### config.mk
export PLATFORM = sky130hd
export DESIGN_NAME = multicycle_controller
export DESIGN_NICKNAME = d
export VERILOG_FILES = /design/src/rtl/mips_pkg.sv /design/src/rtl/instr_decode.sv /design/src/rtl/multicycle_controller.sv
export SDC_FILE = /design/constraint.sdc
export NUM_CORES = 1
export LEC_CHECK = 0
export BUFFER_PORTS_ARGS = -buffer_cell sky130_fd_sc_hd__buf_2
export CAP_MARGIN = 10
export CORE_MARGIN = 10
export CORE_UTILIZATION = 48
export CTS_BUF_LIST = sky130_fd_sc_hd__clkbuf_4 sky130_fd_sc_hd__clkbuf_8 sky130_fd_sc_hd__clkbuf_16
export CTS_CLUSTER_DIAMETER = 50
export DETAILED_ROUTE_END_ITERATION = 6
export PLACE_DENSITY = 0.76
export SLEW_MARGIN = 20
export SYNTH_ARGS = -nofsm -noshare
export SYNTH_HDL_FRONTEND = slang
export SYNTH_SLANG_ARGS = --single-unit
### constraint.sdc
create_clock -name clk -period 1.8 [get_ports clk]
set_input_delay 0.36 -clock clk [delete_from_list [all_inputs] [get_ports clk]]
set_output_delay 0.36 -clock clk [all_outputs]
set_load 0.02 [all_outputs]
### src/rtl/mips_pkg.sv
// mips_pkg: opcode/funct constants, ALU/extender encodings and controller state types
package mips_pkg;
    localparam logic [5:0] OP_RTYPE = 6'b000000;
    localparam logic [5:0] OP_ORI   = 6'b001101;
    localparam logic [5:0] OP_LW    = 6'b100011;
    localparam logic [5:0] OP_SW    = 6'b101011;
    localparam logic [5:0] OP_BEQ   = 6'b000100;
    localparam logic [5:0] OP_LUI   = 6'b001111;
    localparam logic [5:0] OP_J     = 6'b000010;
    localparam logic [5:0] FN_ADD   = 6'b100000;
    localparam logic [5:0] FN_ADDU  = 6'b100001;
    localparam logic [5:0] FN_SUBU  = 6'b100011;
    localparam logic [5:0] FN_SLT   = 6'b101010;
    localparam logic [2:0] ALU_ADD  = 3'b000;
    localparam logic [2:0] ALU_SUB  = 3'b001;
    localparam logic [2:0] ALU_OR   = 3'b010;
    localparam logic [2:0] ALU_SLT  = 3'b011;
    localparam logic [2:0] ALU_LUI  = 3'b100;
    localparam logic [1:0] EXT_ZERO  = 2'b00;
    localparam logic [1:0] EXT_SIGN  = 2'b01;
    localparam logic [1:0] EXT_UPPER = 2'b10;
    typedef enum logic [2:0] {S_IDLE, S_IF, S_ID, S_EX, S_MEM, S_WB} state_t;
    typedef enum logic [2:0] {C_RTYPE, C_ORI, C_LUI, C_LW, C_SW, C_BEQ, C_J, C_ILL} iclass_t;
endpackage

### src/rtl/instr_decode.sv
// instr_decode: combinational decode of the latched opcode/funct into class and datapath selects
module instr_decode
    import mips_pkg::*;
(
    input  logic [5:0] op,
    input  logic [5:0] fn,
    output iclass_t    cls,
    output logic [2:0] alu_op,
    output logic [1:0] ext_op,
    output logic       alu_src,
    output logic       reg_dst,
    output logic       mem_to_reg,
    output logic       is_add,
    output logic       legal
);
    always_comb begin
        cls        = C_ILL;
        alu_op     = ALU_ADD;
        ext_op     = EXT_ZERO;
        alu_src    = 1'b0;
        reg_dst    = 1'b0;
        mem_to_reg = 1'b0;
        is_add     = 1'b0;
        case (op)
            OP_RTYPE: begin
                cls     = (fn == FN_ADD || fn == FN_ADDU || fn == FN_SUBU || fn == FN_SLT) ? C_RTYPE : C_ILL;
                alu_op  = fn == FN_SUBU ? ALU_SUB : fn == FN_SLT ? ALU_SLT : ALU_ADD;
                reg_dst = 1'b1;
                is_add  = fn == FN_ADD;
            end
            OP_ORI: begin
                cls     = C_ORI;
                alu_op  = ALU_OR;
                alu_src = 1'b1;
            end
            OP_LUI: begin
                cls     = C_LUI;
                alu_op  = ALU_LUI;
                alu_src = 1'b1;
                ext_op  = EXT_UPPER;
            end
            OP_LW: begin
                cls        = C_LW;
                alu_src    = 1'b1;
                ext_op     = EXT_SIGN;
                mem_to_reg = 1'b1;
            end
            OP_SW: begin
                cls     = C_SW;
                alu_src = 1'b1;
                ext_op  = EXT_SIGN;
            end
            OP_BEQ: begin
                cls    = C_BEQ;
                alu_op = ALU_SUB;
            end
            OP_J:    cls = C_J;
            default: cls = C_ILL;
        endcase
    end
    assign legal = cls != C_ILL;
endmodule

### src/rtl/multicycle_controller.sv
// multicycle_controller: IF/ID/EX/MEM/WB sequencer driving the shared-ALU MIPS datapath
module multicycle_controller
    import mips_pkg::*;
#(
    parameter int ALUOP_W = 3,
    parameter int CNT_W   = 32,
    parameter bit MEM_HS  = 1'b1
) (
    input  logic               clk,
    input  logic               rst_n,
    input  logic [5:0]         opcode,
    input  logic [5:0]         funct,
    input  logic               overflow,
    input  logic               mem_ready,
    output logic               PCWrite,
    output logic               IRWrite,
    output logic               RegDst,
    output logic               RegWrite,
    output logic               ALUSrc,
    output logic               MemtoReg,
    output logic               MemWrite,
    output logic               Branch,
    output logic [ALUOP_W-1:0] ALUOp,
    output logic [1:0]         ExtOp,
    output logic               J,
    output logic               WriteToGPR_30,
    output logic               illegal,
    output logic               instr_done,
    output logic [CNT_W-1:0]   instr_count
);
    state_t     state, next;
    logic [5:0] op_q, fn_q;
    logic       ovf_q;
    iclass_t    cls;
    logic [2:0] alu_op;
    logic [1:0] ext_op;
    logic       alu_src, reg_dst, mem_to_reg, is_add, legal;
    logic       mem_done;

    instr_decode u_dec (
        .op(op_q), .fn(fn_q), .cls(cls), .alu_op(alu_op), .ext_op(ext_op), .alu_src(alu_src),
        .reg_dst(reg_dst), .mem_to_reg(mem_to_reg), .is_add(is_add), .legal(legal)
    );

    assign mem_done = !MEM_HS || mem_ready;

    always_ff @(posedge clk or negedge rst_n) begin
        if (!rst_n) begin
            state       <= S_IDLE;
            op_q        <= '0;
            fn_q        <= '0;
            ovf_q       <= 1'b0;
            instr_count <= '0;
        end else begin
            state <= next;
            if (IRWrite) begin
                op_q <= opcode;
                fn_q <= funct;
            end
            if (state == S_EX) ovf_q <= overflow;
            if (instr_done) instr_count <= instr_count + CNT_W'(1);
        end
    end

    always_comb begin
        next          = state;
        PCWrite       = 1'b0;
        IRWrite       = 1'b0;
        RegDst        = 1'b0;
        RegWrite      = 1'b0;
        ALUSrc        = 1'b0;
        MemtoReg      = 1'b0;
        MemWrite      = 1'b0;
        Branch        = 1'b0;
        ALUOp         = '0;
        ExtOp         = EXT_ZERO;
        J             = 1'b0;
        WriteToGPR_30 = 1'b0;
        illegal       = 1'b0;
        instr_done    = 1'b0;
        case (state)
            S_IDLE: next = S_IF;
            S_IF: begin
                IRWrite = 1'b1;
                PCWrite = 1'b1;
                next    = S_ID;
            end
            S_ID: begin
                illegal    = !legal;
                PCWrite    = cls == C_J;
                J          = cls == C_J;
                instr_done = cls == C_J;
                next       = (!legal || cls == C_J) ? S_IF : S_EX;
            end
            S_EX: begin
                ALUOp      = ALUOP_W'(alu_op);
                ALUSrc     = alu_src;
                ExtOp      = ext_op;
                Branch     = cls == C_BEQ;
                instr_done = cls == C_BEQ;
                next       = cls == C_BEQ ? S_IF : (cls == C_LW || cls == C_SW) ? S_MEM : S_WB;
            end
            S_MEM: begin
                // Address operands stay on the ALU for the whole access
                ALUOp      = ALUOP_W'(alu_op);
                ALUSrc     = alu_src;
                ExtOp      = ext_op;
                MemWrite   = cls == C_SW;
                instr_done = cls == C_SW && mem_done;
                next       = !mem_done ? S_MEM : cls == C_SW ? S_IF : S_WB;
            end
            S_WB: begin
                RegDst        = reg_dst;
                MemtoReg      = mem_to_reg;
                WriteToGPR_30 = is_add && ovf_q;
                RegWrite      = !(is_add && ovf_q);
                instr_done    = 1'b1;
                next          = S_IF;
            end
            default: next = S_IDLE;
        endcase
    end
endmodule
---- After elaboration in Yosys (flattened, before gate mapping) ----
Cells that the tools add are included.
word-level totals
  register bits ........................... 48
  input bits .............................. 16
  word-level logic and storage cells ...... 71
operators by class
  eq/ne operators ......................... 20
  multiplexer cells ....................... 30
  add/subtract/negate cells ............... 1
  reduce and logical (&&, ||, !) cells .... 15
operators with widths
  cell                                                 count
  equality test 6 bit, second input constant           6
  adder 32 x 1 -> 32 bit, second input constant        1
  case mux 3 bit (7 select lines)                      1
  two-way mux 3 bit                                    6
  equality test 3 bit, second input constant           5
  two-way mux 1 bit                                    15
  case mux 3 bit (5 select lines)                      1
  equality test 6 x 4 -> 1 bit, second input constant  2
  case mux 3 bit (4 select lines)                      1
  equality test 3 x 2 -> 1 bit, second input constant  3
  equality test 6 x 2 -> 1 bit, second input constant  1
  equality test 6 x 3 -> 1 bit, second input constant  1
  logical NOT 6 bit                                    1
  two-way mux 2 bit                                    3
  OR reduction 2 bit                                   3
  logical OR 1 bit                                     5
  case mux 1 bit (4 select lines)                      1
  case mux 2 bit (2 select lines)                      1
  OR reduction 4 bit                                   1
  equality test 3 x 1 -> 1 bit, second input constant  1
  logical NOT 3 bit                                    1
  inequality test 3 bit, second input constant         1
  logical AND 1 bit                                    2
  logical NOT 1 bit                                    2
  case mux 1 bit (2 select lines)                      1

---- Longest topological paths before layout ----
  depth in word-level cells ............... 11
  depth in mapped cells ................... 8
  depth with buffers taken out ............ 6

---- Modules after synthesis ----
From an unflattened synthesis, not the netlist that was laid out.
second synthesis, totals
  cells, all modules ...................... 284
  area total of the unflattened synthesis .. 3,052.9 µm²
modules (own cells, without submodules)
  module                 instances  cells each  area each (µm²)  seq. area each (µm²)
  multicycle_controller  1          234         2,706.3          1,201.2
  instr_decode           1          50          346.6            0.0

---- Worst setup path after synthesis ----
OpenSTA, ideal clock, no wires.
  path kind ............................... flip-flop to output port
  start point ............................. register op_q[3]
  end point ............................... output PCWrite
  path buffers ............................ 1
  data arrival time ....................... 1.781 ns
  slack ................................... -0.341 ns
  data required time ...................... 1.440 ns
  stages on the path, launching flop included .. 6
  path through ............................ dfrtp_1 > buf_2 > nor4_1 > nand2_1 > nor3_1 > or2_2
between the ends
  longest elaborated chain between the ends .. 4
ends and longest elaborated chain
  element                                                     line                         text
  from (decl)                                                 multicycle_controller.sv:32  logic [5:0] op_q, fn_q;
  from (signal assigned)                                      multicycle_controller.sv:57  op_q <= opcode;
  equality test 6 x 2 -> 1 bit, or another cell as far along  instr_decode.sv:24           case (op)
  case mux 3 bit (7 select lines) *                           instr_decode.sv:24
  equality test 3 bit *                                       multicycle_controller.sv:90  PCWrite = cls == C_J;
  case mux 1 bit (2 select lines) *                           multicycle_controller.sv:81  case (state)
  to (decl)                                                   multicycle_controller.sv:15  output logic PCWrite,
Every way passes the cells marked *; elsewhere a longest branch is shown, timed or not.

---- Worst setup path after layout ----
  start point ............................. register op_q[4]
  end point ............................... output instr_done
between the ends
  longest elaborated chain between the ends .. 5
ends and longest elaborated chain
  element                                                     line                          text
  equality test 6 x 2 -> 1 bit, or another cell as far along  instr_decode.sv:24
  case mux 3 bit (7 select lines) *                           instr_decode.sv:24
  equality test 3 bit                                         multicycle_controller.sv:109  instr_done = cls == C_SW && mem_done;
  logical AND 1 bit                                           multicycle_controller.sv:109
  case mux 1 bit (4 select lines) *                           multicycle_controller.sv:81
  to (decl)                                                   multicycle_controller.sv:28   output logic instr_done,
Marks and branches as above.

==> impl_metrics.yaml <==
status:
  status: "finished with violations"
  violations: "negative setup slack"
drt:
  drc: 0
  routed_wl_mm: 9.565
  drt-vias-per-instance: 5.683
  drtIter0Drc: 200
  drt_pass1_iterations: 5
  ant_nets: 0
  route.detailed.wl_per_inst_um: 21.64
  vias: 2512
yosys:
  yosys_most_used_dff: "dfrtp_1"
  synth_area_um2: 2527
  syn_avg_cell_area_um2: 10.27
  synth-edff-count: 0
  synth_seq_cells: 48
  yosys_warnings: 0
  synthCells: 246
  synth_cell_types: 38
  yosysSeqAreaShare: 0.4752
  ys_async_sr_fraction: 1.000
  synthesis.nets: 264
sta:
  final_hold_viol_count: 0
  slew_viol_final: 0
  fin_tns_setup_ns: -18.78
  fin_crit_ns: 2.328
  fmax_ghz: 0.4296
  setup_viol: 49
  fin_ws_ns: -0.5278
  grt_setup_unrepaired: "yes"
  skew_ns: 0.01053
  relSlewSlack: 0.6494
  fin_crit_sh: 1.293
  worstMarginPinSlew_ns: 0.5260
finish:
  n_fill_cell: 259
  nNetsFinal: 389
  syn_to_final_growth_pct: 67.52
  drive_above_1_share: 0.5995
  n_antenna_cell: 0
  final_cells: 442
clock_network:
  numCtsBuffers: 5
  clockBufferDepth: 2
  path_clk_slew_ns: 0.10
  h-tree-depth: 2
  tritoncts: "done"
  root_buffer: "clkbuf_8"
  clk_latency_ns: 0.31
  cts.sinks: 48
  postCtsHoldBufs: 0
critical_path:
  worstPathArrival_ns: 1.97
  critPathTopFamily: "simple AND/OR/NAND/NOR gates"
  critPathCaptureType: "primary output"
  worstPathMaxFanout: 2
  reg2reg_from: "op_q[4]$_DFFE_PN0P_"
  criticalPathCategory: "register to primary output"
  r2r_end: "instr_count[24]$_DFFE_PN0P_"
  start_kind: "register"
  critPathBufInv: 3
  worstRegToRegCells: 8
  crit_required_ns: 1.44
  ff2ff_setup_slack_ns: -0.46
  max_stage_delay_ns: 0.52
  cp_cell_sequence: "buf_4 -> or4bb_1 -> o211ai_2 -> o211ai_4 -> inv_8 -> buf_6"
  cpMaxStageDelayCell: "or4bb_1"
power:
  ir_worst_vdd_uv: 781.6
  power_density_nw_per_um2: 1366
  p_int_w: 0.003452
  p_sw_frac: 0.4032
  clockPowerShare: 0.166
  leakagePower_nw: 2.159
  finalPower_w: 0.005785
  seq_power_share: 0.273
  p_switching_w: 0.002333
  comb_power_share: 0.561
global_route:
  busiest_layer: "met2"
  grt.overflow.total: 0
  grt_pass1_wl_mm: 14.01
  grt_pass1_vias: 2604
  grt_max_degree: 23
  gr-usage-met2: 0.3524
  use_met3: 0.04358
  met1_usage: 0.2433
  antenna_found_initial: 0
  grt_util_all_layers: 0.2053
floorplanning:
  io_pins: 65
  start_util: 0.4949
  row_count: 26
  die_h_um: 92.57
  coreArea_um2: 5107
  die_w_um: 92.57
  die-area_um2: 8568
min_path:
  hp-class: "input pin to asynchronous set/reset pin"
placed_design:
  gp_congestion: 0.9281
  dp_cells: 418
  portBuffers: 64
  place_worst_setup_slack_ns: -0.2709
  hpwl_mm: 5.352
job:
  cap_violations: 0
[layer usage]
layer	share of wire	routed length, µm	vias up
li1	-	-	1124
met1	0.39	3728	1245
met2	0.51	4879	108
met3	0.053	506	35
met4	0.047	451	0
met5	0	0	-
[cells in the mapped netlist (2+ instances only)]
master	instances	share of area
nand3_1	11	0.022
nor4b_1	2	0.0069
xor2_1	24	0.083
a21oi_1	3	0.0059
nor3_1	25	0.050
or3_1	4	0.0099
nand2_1	20	0.030
a31oi_1	4	0.0099
o211ai_2	2	0.0099
nand3b_1	4	0.012
nand2b_1	6	0.015
nor4_1	3	0.0074
nand4_1	5	0.012
or2_2	2	0.0049
buf_2	3	0.0059
nor2b_1	3	0.0074
inv_1	6	0.0089
nor2_1	20	0.030
xnor2_1	9	0.031
dfrtp_1	48	0.48
nor3b_1	3	0.0089
nor4_2	7	0.035
mux2_2	14	0.062
ha_1	2	0.0099
clkbuf_1	3	0.0045
[cells in the final DEF, fill, tap and decap left out, types with 2 or more instances in the layout]
cell type   n
nand2_1    17
nor2_1     10
ha_1        2
a31oi_1     3
nor3_1      3
bufinv_16   2
nor4_2      2
buf_4      53
xor2_1     24
mux2_2     13
dfrtp_2    10
nor4b_4     2
buf_6      18
nand2b_4    3
nor4_4      8
buf_2      47
nand4_1     5
nand2_4     2
nand3b_1    4
nor2b_1     2
inv_1       6
dfrtp_1    38
nand2b_1    3
nor3_4     15
nand3_1    11
buf_12      6
nor3_2      7
nor3b_2     2
nor2_4      9
or3_1       4
clkbuf_8    5
xnor2_1     9
[flip-flops by register name, summed over array words and instances, names as in the netlist]
name	flops
instr_count	32
fn_q	6
op_q	6
state	3
ovf_q	1
[worst register-to-register path: cells and delay by family, from the launching register on]
family / cells / cell delay [ns]
XOR/XNOR: 1 / 0.16
AO/OA/AOI/OAI: 2 / 0.40
AND/OR/NAND/NOR: 2 / 0.73
buffers and inverters: 3 / 0.49
flip-flops: 1 / 0.40
[what timing repair did]
action / CTS / global route
pin swaps: 44 / 14
resized for setup: 85 / 27
hold endpoints to repair: 0 / 0
endpoints found under the setup margin: 48 / 58
buffers inserted: 11 / 5
[power by group through the flow]
stage | sequential, W | clock (W) | combinational (W)
after floorplan | 0.00163 | 0 | 0.00120
after global placement | 0.00154 | 0 | 0.00211
after detailed placement | 0.00154 | 0 | 0.00214
after global routing | 0.00160 | 0.00101 | 0.00342
after CTS | 0.00155 | 0.000960 | 0.00280
final | 0.00158 | 0.000958 | 0.00325
[how the worst max path moves through the flow]
stage,startpoint,to,slack [ns],cells after the start
floorplan,state[0]$_DFF_PN0_,ALUOp[2],-0.23,4
global placement,op_q[2]$_DFFE_PN0P_,instr_count[18]$_DFFE_PN0P_,-0.17,8
detailed placement,op_q[2]$_DFFE_PN0P_,instr_count[20]$_DFFE_PN0P_,-0.27,8
CTS,op_q[2]$_DFFE_PN0P_,ALUOp[1],-0.41,7
global route,op_q[2]$_DFFE_PN0P_,ALUOp[1],-0.58,7
finish,op_q[4]$_DFFE_PN0P_,instr_done,-0.53,6
[area by class of cell]
cell class              instances  area, µm²  area share
flip-flops and latches         48       1214      0.2866
clock inverters                 3      68.82     0.01625
inverters                       7      33.78    0.007979
repair buffers                125      970.9      0.2293
clock buffers                   5      68.82     0.01625
multi-input cells             184       1790      0.4229
well taps                      70      87.58     0.02069
[through the flow]
step                  util  hold WS [ns]  instance area, µm²
floorplan                -       0.06441                2759
global placement    0.6832        0.3488                3490
detailed placement  0.6832        0.3549                3490
CTS                 0.7969       0.01932                4070
global route        0.8290       0.04400                4234
finish              0.8290       0.01410                4234
[logic make-up after synthesis]
logic type / after synthesis / synth area share
simple gates: 121 / 0.2693
flops: 48 / 0.4752
xor+xnor: 33 / 0.1144
compound gates: 14 / 0.04356
buf+inv: 14 / 0.02524
mux: 14 / 0.06238
fa+ha+maj: 2 / 0.009899
Note: power is estimated with default switching activity, not from simulation.
